$ cat src/rtl/freq_meas_ctrl_if.sv
// Control/status bundle between the front panel, the BCD counter chain and the
// measurement sequencer; master is the sequencer, slave is the panel/counter side.
interface freq_meas_ctrl_if;
   localparam int unsigned MSD_W = 4;

   logic             start;
   logic             auto;
   logic             range_in;
   logic             ovf;
   logic [MSD_W-1:0] msd;
   logic             count_clear;
   logic             count_ena;
   logic             load;
   logic             range;
   logic             valid;
   logic             ovf_o;
   logic             busy;

   modport master (
      input  start, auto, range_in, ovf, msd,
      output count_clear, count_ena, load, range, valid, ovf_o, busy
   );

   modport slave (
      output start, auto, range_in, ovf, msd,
      input  count_clear, count_ena, load, range, valid, ovf_o, busy
   );
endinterface

$ cat src/rtl/freq_meas_ctrl.sv
// Frequency meter measurement sequencer: clear/gate/settle/load timing on sysclk
// plus one-shot auto-ranging between the /1 and /10 inputs.
module freq_meas_ctrl #(
   parameter int unsigned GATE_CYCLES   = 50_000_000,
   parameter int unsigned CLR_CYCLES    = 4,
   parameter int unsigned SETTLE_CYCLES = 2
) (
   input  logic             sysclk,
   input  logic             rst,
   freq_meas_ctrl_if.master bus
);
   localparam int unsigned MAX_CG     = (GATE_CYCLES > CLR_CYCLES) ? GATE_CYCLES : CLR_CYCLES;
   localparam int unsigned MAX_CYCLES = (MAX_CG > SETTLE_CYCLES) ? MAX_CG : SETTLE_CYCLES;
   localparam int unsigned CNT_W      = $clog2(MAX_CYCLES + 1);

   typedef enum logic [2:0] {
      S_IDLE   = 3'd0,
      S_CLEAR  = 3'd1,
      S_GATE   = 3'd2,
      S_SETTLE = 3'd3,
      S_LOAD   = 3'd4,
      S_DECIDE = 3'd5
   } state_t;

   state_t           state, state_nx;
   logic [CNT_W-1:0] cnt, cnt_nx;
   logic             retry, retry_nx;
   logic             retry_pend, retry_pend_nx;
   logic             range_pend, range_pend_nx;
   logic             up_c, dn_c;

   logic count_clear_q, count_ena_q, load_q, range_q, valid_q, ovf_o_q, busy_q;
   logic count_clear_d, count_ena_d, load_d, range_d, valid_d, ovf_o_d, busy_d;

   assign bus.count_clear = count_clear_q;
   assign bus.count_ena   = count_ena_q;
   assign bus.load        = load_q;
   assign bus.range       = range_q;
   assign bus.valid       = valid_q;
   assign bus.ovf_o       = ovf_o_q;
   assign bus.busy        = busy_q;

   // Range decision evaluated while the latch loads; only one retry per result.
   assign up_c = bus.auto && !retry && !range_q && bus.ovf;
   assign dn_c = bus.auto && !retry && range_q && !bus.ovf && (bus.msd == '0);

   always_ff @(posedge sysclk or negedge rst) begin
      if (!rst) begin
         state      <= S_IDLE;
         cnt        <= '0;
         retry      <= 1'b0;
         retry_pend <= 1'b0;
         range_pend <= 1'b0;
      end else begin
         state      <= state_nx;
         cnt        <= cnt_nx;
         retry      <= retry_nx;
         retry_pend <= retry_pend_nx;
         range_pend <= range_pend_nx;
      end
   end

   always_comb begin
      state_nx = state;
      unique case (state)
         S_IDLE:   if (bus.start) state_nx = S_CLEAR;
         S_CLEAR:  if (cnt == '0) state_nx = S_GATE;
         S_GATE:   if (cnt == '0) state_nx = S_SETTLE;
         S_SETTLE: if (cnt == '0) state_nx = S_LOAD;
         S_LOAD:   state_nx = S_DECIDE;
         S_DECIDE: state_nx = (retry_pend || bus.start) ? S_CLEAR : S_IDLE;
         default:  state_nx = S_IDLE;
      endcase
   end

   // Phase counter reloads with (length-1) on every state entry and counts down to zero.
   always_comb begin
      cnt_nx = (cnt != '0) ? cnt - CNT_W'(1) : cnt;
      if (state_nx != state) begin
         unique case (state_nx)
            S_CLEAR:  cnt_nx = CNT_W'(CLR_CYCLES - 1);
            S_GATE:   cnt_nx = CNT_W'(GATE_CYCLES - 1);
            S_SETTLE: cnt_nx = CNT_W'(SETTLE_CYCLES - 1);
            default:  cnt_nx = '0;
         endcase
      end
   end

   always_comb begin
      retry_nx      = retry;
      retry_pend_nx = retry_pend;
      range_pend_nx = range_pend;
      count_clear_d = (state_nx == S_IDLE) || (state_nx == S_CLEAR);
      count_ena_d   = (state_nx == S_GATE);
      load_d        = (state_nx == S_LOAD);
      busy_d        = (state_nx != S_IDLE);
      valid_d       = 1'b0;
      ovf_o_d       = ovf_o_q;
      range_d       = range_q;

      if (state == S_LOAD) begin
         retry_pend_nx = up_c || dn_c;
         range_pend_nx = up_c;
         retry_nx      = up_c || dn_c;
         valid_d       = !(up_c || dn_c);
         if (!(up_c || dn_c)) ovf_o_d = bus.ovf;
      end

      // Range only moves on entry to CLEAR so it is stable across clear and gate.
      if (state == S_IDLE && bus.start && !bus.auto) begin
         range_d = bus.range_in;
      end else if (state == S_DECIDE && retry_pend) begin
         range_d       = range_pend;
         retry_pend_nx = 1'b0;
      end
   end

   always_ff @(posedge sysclk or negedge rst) begin
      if (!rst) begin
         count_clear_q <= 1'b1;
         count_ena_q   <= 1'b0;
         load_q        <= 1'b0;
         range_q       <= 1'b0;
         valid_q       <= 1'b0;
         ovf_o_q       <= 1'b0;
         busy_q        <= 1'b0;
      end else begin
         count_clear_q <= count_clear_d;
         count_ena_q   <= count_ena_d;
         load_q        <= load_d;
         range_q       <= range_d;
         valid_q       <= valid_d;
         ovf_o_q       <= ovf_o_d;
         busy_q        <= busy_d;
      end
   end
endmodule
$ cat src/flat_wrapper.sv
// flat-port wrapper written by rule: the top's interface ports become plain ports
module freq_meas_ctrl_flat 
#(
   parameter int unsigned GATE_CYCLES   = 50_000_000,
   parameter int unsigned CLR_CYCLES    = 4,
   parameter int unsigned SETTLE_CYCLES = 2
)
  (sysclk, rst, bus_start, bus_auto, bus_range_in, bus_ovf, bus_msd, bus_count_clear, bus_count_ena, bus_load, bus_range, bus_valid, bus_ovf_o, bus_busy);
  freq_meas_ctrl_if bus_i ();
  input  logic sysclk;
  input  logic rst;
  input wire logic [$bits(bus_i.start)-1:0] bus_start;
  input wire logic [$bits(bus_i.auto)-1:0] bus_auto;
  input wire logic [$bits(bus_i.range_in)-1:0] bus_range_in;
  input wire logic [$bits(bus_i.ovf)-1:0] bus_ovf;
  input wire logic [$bits(bus_i.msd)-1:0] bus_msd;
  output wire logic [$bits(bus_i.count_clear)-1:0] bus_count_clear;
  output wire logic [$bits(bus_i.count_ena)-1:0] bus_count_ena;
  output wire logic [$bits(bus_i.load)-1:0] bus_load;
  output wire logic [$bits(bus_i.range)-1:0] bus_range;
  output wire logic [$bits(bus_i.valid)-1:0] bus_valid;
  output wire logic [$bits(bus_i.ovf_o)-1:0] bus_ovf_o;
  output wire logic [$bits(bus_i.busy)-1:0] bus_busy;
  assign bus_i.start = bus_start;
  assign bus_i.auto = bus_auto;
  assign bus_i.range_in = bus_range_in;
  assign bus_i.ovf = bus_ovf;
  assign bus_i.msd = bus_msd;
  assign bus_count_clear = bus_i.count_clear;
  assign bus_count_ena = bus_i.count_ena;
  assign bus_load = bus_i.load;
  assign bus_range = bus_i.range;
  assign bus_valid = bus_i.valid;
  assign bus_ovf_o = bus_i.ovf_o;
  assign bus_busy = bus_i.busy;
  freq_meas_ctrl #(.GATE_CYCLES(GATE_CYCLES), .CLR_CYCLES(CLR_CYCLES), .SETTLE_CYCLES(SETTLE_CYCLES)) u_core (.sysclk(sysclk), .rst(rst), .bus(bus_i));
endmodule
$ cat config.mk
export PLATFORM = sky130hd
export DESIGN_NAME = freq_meas_ctrl_flat
export DESIGN_NICKNAME = d
export VERILOG_FILES = /design/src/rtl/freq_meas_ctrl_if.sv /design/src/rtl/freq_meas_ctrl.sv /design/src/flat_wrapper.sv
export SDC_FILE = /design/constraint.sdc
export NUM_CORES = 1
export LEC_CHECK = 0
export CORE_ASPECT_RATIO = 1.2
export CORE_UTILIZATION = 52
export CTS_BUF_LIST = sky130_fd_sc_hd__clkbuf_16
export DETAILED_ROUTE_END_ITERATION = 12
export HOLD_SLACK_MARGIN = 0.12
export PLACE_DENSITY = 0.82
export SKIP_LAST_GASP = 1
export SLEW_MARGIN = 0
export SYNTH_ARGS = -nofsm -noshare
export SYNTH_HDL_FRONTEND = slang
export SYNTH_SLANG_ARGS = --single-unit
$ cat constraint.sdc
create_clock -name sysclk -period 2.5 [get_ports sysclk]
set_input_delay 0.625 -clock sysclk [delete_from_list [all_inputs] [get_ports sysclk]]
set_output_delay 0.625 -clock sysclk [all_outputs]
set_load 0.02 [all_outputs]
# Word level (Yosys, flattened, before mapping)

Cells that the tools add are included.

Add/subtract/negate cells: 1
Multiplexer cells: 15
Equal/unequal tests: 10
Bitwise logic cells: 1
Reduce and logical (&&, ||, !) cells: 26

Operators with widths:

| kind                    | number |
|---|---|
| $pmux W26 S3            | 1 |
| $mux W26                | 2 |
| $logic_not A26 Y1       | 1 |
| $reduce_bool A26 Y1     | 1 |
| $sub A26 B1 Y26 const B | 1 |
| $pmux W3 S6             | 1 |
| $eq A3 B2 Y1 const B    | 4 |
| $mux W3                 | 4 |
| $eq A3 B3 Y1 const B    | 3 |
| $logic_and A1 B1 Y1     | 9 |
| $mux W1                 | 7 |
| $eq A3 B1 Y1 const B    | 2 |
| $logic_not A3 Y1        | 2 |
| $logic_not A1 Y1        | 5 |
| $logic_not A4 Y1        | 1 |
| $reduce_bool A2 Y1      | 2 |
| $logic_or A1 B1 Y1      | 3 |
| $ne A3 B3 Y1            | 1 |
| $reduce_bool A3 Y1      | 1 |
| $reduce_and A2 Y1       | 1 |
| $not A1 Y1              | 1 |

Output and inout bits: 7
Word-level logic and storage cells: 65
Flip-flop bits (word level): 39
Bits of input ports: 10

# Logic depth before layout (Yosys ltp)

Word-level depth: 9
Depth in mapped cells: 9

# Least setup slack after synthesis

OpenSTA, ideal clock, no wires.

Kind: register to register
Start point: register u_core.cnt[9]
End point: register u_core.cnt[0]
Setup slack: -0.035 ns
Path buffers: 1
Data required time: 2.413 ns
Arrival: 2.449 ns
Library setup time: 0.087 ns
Clock period less this slack: 2.535 ns
Cell stages (with the launch flop): 7
Cells stage by stage: dfrtp_1 > or4_1 > buf_2 > or4_4 > nor3_1 > mux2_2 > o211ai_1

Cells in the longest elaborated chain, start to end: 6

RTL lines:

| element                                             | RTL line                                                         | source |
|---|---|---|
| start: declaration                                  | freq_meas_ctrl.sv:26                                             | `logic [CNT_W-1:0] cnt, cnt_nx;` |
| start signal: assignment                            | freq_meas_ctrl.sv:56                                             | `cnt <= cnt_nx;` |
| $logic_not A26 Y1                                   | freq_meas_ctrl.sv:67, freq_meas_ctrl.sv:68, freq_meas_ctrl.sv:69 |  |
| $mux W3, on equally long branches                   | freq_meas_ctrl.sv:69, freq_meas_ctrl.sv:67, freq_meas_ctrl.sv:68 |  |
| $pmux W3 S6                                         | freq_meas_ctrl.sv:65                                             | `unique case (state)` |
| $eq A3 B2 Y1 / $eq A3 B1 Y1 (equally long branches) | freq_meas_ctrl.sv:80                                             | `unique case (state_nx)` |
| $pmux W26 S3                                        | freq_meas_ctrl.sv:80                                             |  |
| $mux W26                                            | freq_meas_ctrl.sv:79                                             | `if (state_nx != state) begin` |

Several ways; a longest one is shown, not always the timed one.
A chain may end at the register's enable or synchronous reset.

# Worst setup path after layout

Ends and elaborated chain as after synthesis.

==> impl_metrics.env <==
export IMPL_run_status="finished, final reports clean"
export IMPL_timing_critical_path_slowest_stage_cell="sky130_fd_sc_hd__or4_4"
export IMPL_drt_pre_antenna_iters=4
export IMPL_netlist_cell_type_count=45
export IMPL_remaining_drc_errors=0
export IMPL_initialDrtViolationCount=92
export IMPL_route_antenna_remaining_nets=0
export IMPL_initial_utilization=0.5538
export IMPL_synth_ff_type="sky130_fd_sc_hd__dfrtp_1"
export IMPL_area_occupied_by_multi_input_gates_sq_um=1037
export IMPL_p_comb_frac=0.298
export IMPL_worst_skew_pair_late_latency_ps=280
export IMPL_cts_sinks=39
export IMPL_grtUsageTotal=0.2353
export IMPL_crit_path_start="u_core.cnt[9]"
export IMPL_power_switching_w=0.0007637
export IMPL_stdcell_area_sq_um=2507
export IMPL_share_clk_of_total_power=0.261
export IMPL_total_power_w=0.002271
export IMPL_worst_slew_pin_slew_ps=857.7
export IMPL_clock_tree_buffer_depth=2
export IMPL_timing_max_transition_violations_final=0
export IMPL_routed_via_count=1696
export IMPL_layout_nets=253
export IMPL_finalCritPeriodShare=0.9739
export IMPL_drv_cap=0
export IMPL_floorplan_die_height_um=70.98
export IMPL_buffer_ports_inserted=16
export IMPL_floorplan_die_area_sq_um=4222
export IMPL_setup_worst_path_end_class="flip-flop"
export IMPL_required_ps=2700
export IMPL_post_synth_inst_count=216
export IMPL_ys_seq_area_frac=0.4739
export IMPL_place_area_sq_um=2351
export IMPL_synth_yosys_warnings=0
export IMPL_max_vdd_ir_drop_mv=0.5338
export IMPL_cp_max_fo=6
export IMPL_synth_ff_latch_count=39
export IMPL_fillers=306
export IMPL_global_route_overflow_total=0
export IMPL_grt_setup_unrepaired="true"
export IMPL_p_leak_nw=0.9987
export IMPL_critical_path_cell_chain="or4_1 -> or4_4 -> nor3_2 -> mux2_2 -> o211ai_1"
export IMPL_cts_hold_buf=0
export IMPL_finalSetupTns_ps=0
export IMPL_synth_cell_area_sq_um=2062
export IMPL_timing_max_slew_rel_slack=0.4282
export IMPL_grt_first_pass_wirelength_mm=7.355
export IMPL_ys_async_sr_fraction=1.000
export IMPL_register_area_sq_um=977.2
export IMPL_ios=17
export IMPL_routedWlPerCell_um=14.88
export IMPL_count_of_cells_resized_by_post_cts_repair=0
export IMPL_antenna_diode_count=0
export IMPL_clkSlewWorstSetupHoldPaths_ps=60
export IMPL_maxClockFrequency_ghz=0.4107
export IMPL_finalHoldWorstSlack_ps=453.0
export IMPL_area_growth_syn_to_layout_pct=21.60
export IMPL_power_switching_fraction=0.3362
export IMPL_power_share_sequential=0.441
export IMPL_power_density_nw_per_um2=905.8
export IMPL_internal_power_w=0.001507
export IMPL_synth_fp_nets=227
export IMPL_report_final_setup_viol=0
export IMPL_syn_mean_instance_area_sq_um=9.546
export IMPL_cts_root_buffer="sky130_fd_sc_hd__clkbuf_16"
export IMPL_number_of_antenna_violations_at_the_first_check_in_global_routing=0
export IMPL_finish_cell_count_without_fillers=295
export IMPL_dp_hpwl_mm=2.969
export IMPL_core_area_sq_um=3724
export IMPL_r2r_start="u_core.cnt[9]"
export IMPL_setup_skew_after_layout_ps=4.547
export IMPL_drive_gt1_frac=0.1523
export IMPL_fp_dieW_um=59.49
export IMPL_number_of_global_route_vias_before_repair=1647
export IMPL_worst_setup_path_start_kind="flip-flop"
export IMPL_synth_enable_flop_cells=0
export IMPL_floorplan_rows=24
export IMPL_final_period_minus_worst_setup_slack_ps=2435
export IMPL_routed_wirelength_mm=4.389
export IMPL_hold_path_class="in2async"
export IMPL_post_drt_via_cell_ratio=5.749
export IMPL_htreeDepth=2
export IMPL_tritoncts_num_buffers=5
export IMPL_post_cts_setup_buffers=0
export IMPL_dpl_cell_count=287
export IMPL_maximum_number_of_pins_on_one_net_before_global_route_repair=40
export IMPL_crit_type="reg2reg"
export IMPL_weighted_congestion_at_the_end_of_routability_driven_global_placement=0.8820
export IMPL_critical_path_arrival_ps=2630
export IMPL_max_stage_delay_ps=600
export IMPL_number_of_failing_hold_endpoints_at_the_final_stage=0
export IMPL_cts_tree="yes"
==> placed cells by master (no fill, tap or decap), drive strengths merged, types with 2 or more instances in the layout <==
cell,count
clkinv,3
clkbuf,5
nand3,5
a21oi,9
nand4,2
or4,8
a2111oi,2
dfrtp,38
xor2,3
inv,6
buf,14
nand3b,2
or3,3
nor4,9
mux2,2
xnor2,18
a31oi,3
nor2b,2
or2,2
nor3,14
nor2,18
nand2,20
o31ai,2
o21ai,19
nand2b,3
clkdlybuf4s50,15
o41ai,2
and2,2
==> kinds of logic after synthesis <==
kind of cell,after synthesis,synth area share
simple gates,93,0.2470
fa+ha+maj,1,0.006067
flops,39,0.4739
xor+xnor,21,0.08920
buf+inv,16,0.03337
mux,3,0.01578
compound gates,43,0.1347
==> power by group through the flow <==
stage / Combinational, W / Clock [W] / Sequential [W]
floorplan: 0.000497 / 0 / 0.000968
global placement: 0.000643 / 0 / 0.000995
detailed placement: 0.000656 / 0 / 0.00100
CTS: 0.000675 / 0.000606 / 0.000997
global route: 0.000755 / 0.000643 / 0.00103
finish: 0.000678 / 0.000592 / 0.00100
==> Yosys cell counts (3+ instances only) <==
cell / number / area [sq um]
sky130_fd_sc_hd__clkbuf_1: 8 / 30.03
sky130_fd_sc_hd__xor2_1: 3 / 26.28
sky130_fd_sc_hd__dfrtp_1: 38 / 950.9
sky130_fd_sc_hd__a31oi_1: 3 / 18.77
sky130_fd_sc_hd__nand3_1: 4 / 20.02
sky130_fd_sc_hd__xnor2_1: 18 / 157.7
sky130_fd_sc_hd__nand2b_1: 3 / 18.77
sky130_fd_sc_hd__or4_1: 7 / 52.55
sky130_fd_sc_hd__o21ai_0: 18 / 90.09
sky130_fd_sc_hd__a21oi_1: 9 / 45.04
sky130_fd_sc_hd__inv_1: 6 / 22.52
sky130_fd_sc_hd__nor3_1: 14 / 70.07
sky130_fd_sc_hd__nor2_1: 18 / 67.56
sky130_fd_sc_hd__nand2_1: 20 / 75.07
sky130_fd_sc_hd__nor4_1: 8 / 50.05
==> final cells by class <==
| type | count | share of cell area |
|---|---|---|
| clock buffer | 5 | 0.04990 |
| clock inverter | 3 | 0.005988 |
| inverter | 6 | 0.008982 |
| multi-input combinational | 161 | 0.4137 |
| sequential | 39 | 0.3897 |
| tap | 52 | 0.02595 |
| timing repair buffer | 29 | 0.1058 |
==> metrics by stage <==
stage | setup WS (ps) | utilization
5_1_grt | -5.473 | 0.6734
3_5_place_dp | -105.6 | 0.6314
6_report | 65.30 | 0.6734
4_1_cts | 25.56 | 0.6690
3_3_place_gp | -46.86 | 0.6314
2_1_floorplan | 54.62 | -
==> flip-flops by register name, indices dropped and copies added, names as in the netlist <==
name,cells
u_core.bus.count_ena,1
u_core.bus.range,1
u_core.bus.load,1
u_core.state,3
u_core.retry_pend,1
u_core.bus.ovf_o,1
u_core.retry,1
u_core.bus.count_clear,1
u_core.bus.valid,1
u_core.range_pend,1
u_core.bus.busy,1
u_core.cnt,26
==> path summary, 6_finish.rpt <==
kind	end	slack, ps	cells past startpoint
hold reg to reg	u_core.retry	490	2
max in group asynchronous	u_core.cnt[21]	1500	1
setup / recovery	u_core.cnt[0]	70	5
min in group sysclk	u_core.retry	490	2
setup reg to reg	u_core.cnt[0]	70	5
hold / removal	u_core.range_pend	450	1
==> critical path: cells and delay by family (launching register included) <==
kind	cells	cell delay, ps
DFF	1	410
muxes	1	360
AOI/OAI and AO/OA	1	160
and+or+nand+nor	3	1420
==> routing by layer <==
metal,wire length [um],vias to the layer above,GRT usage
li1,-,835,-
met1,1921,818,0.2940
met2,2260,37,0.3820
met3,148,6,0.05484
met4,59,0,0.1032
met5,0,-,0
(Power assumes the default switching activity.)
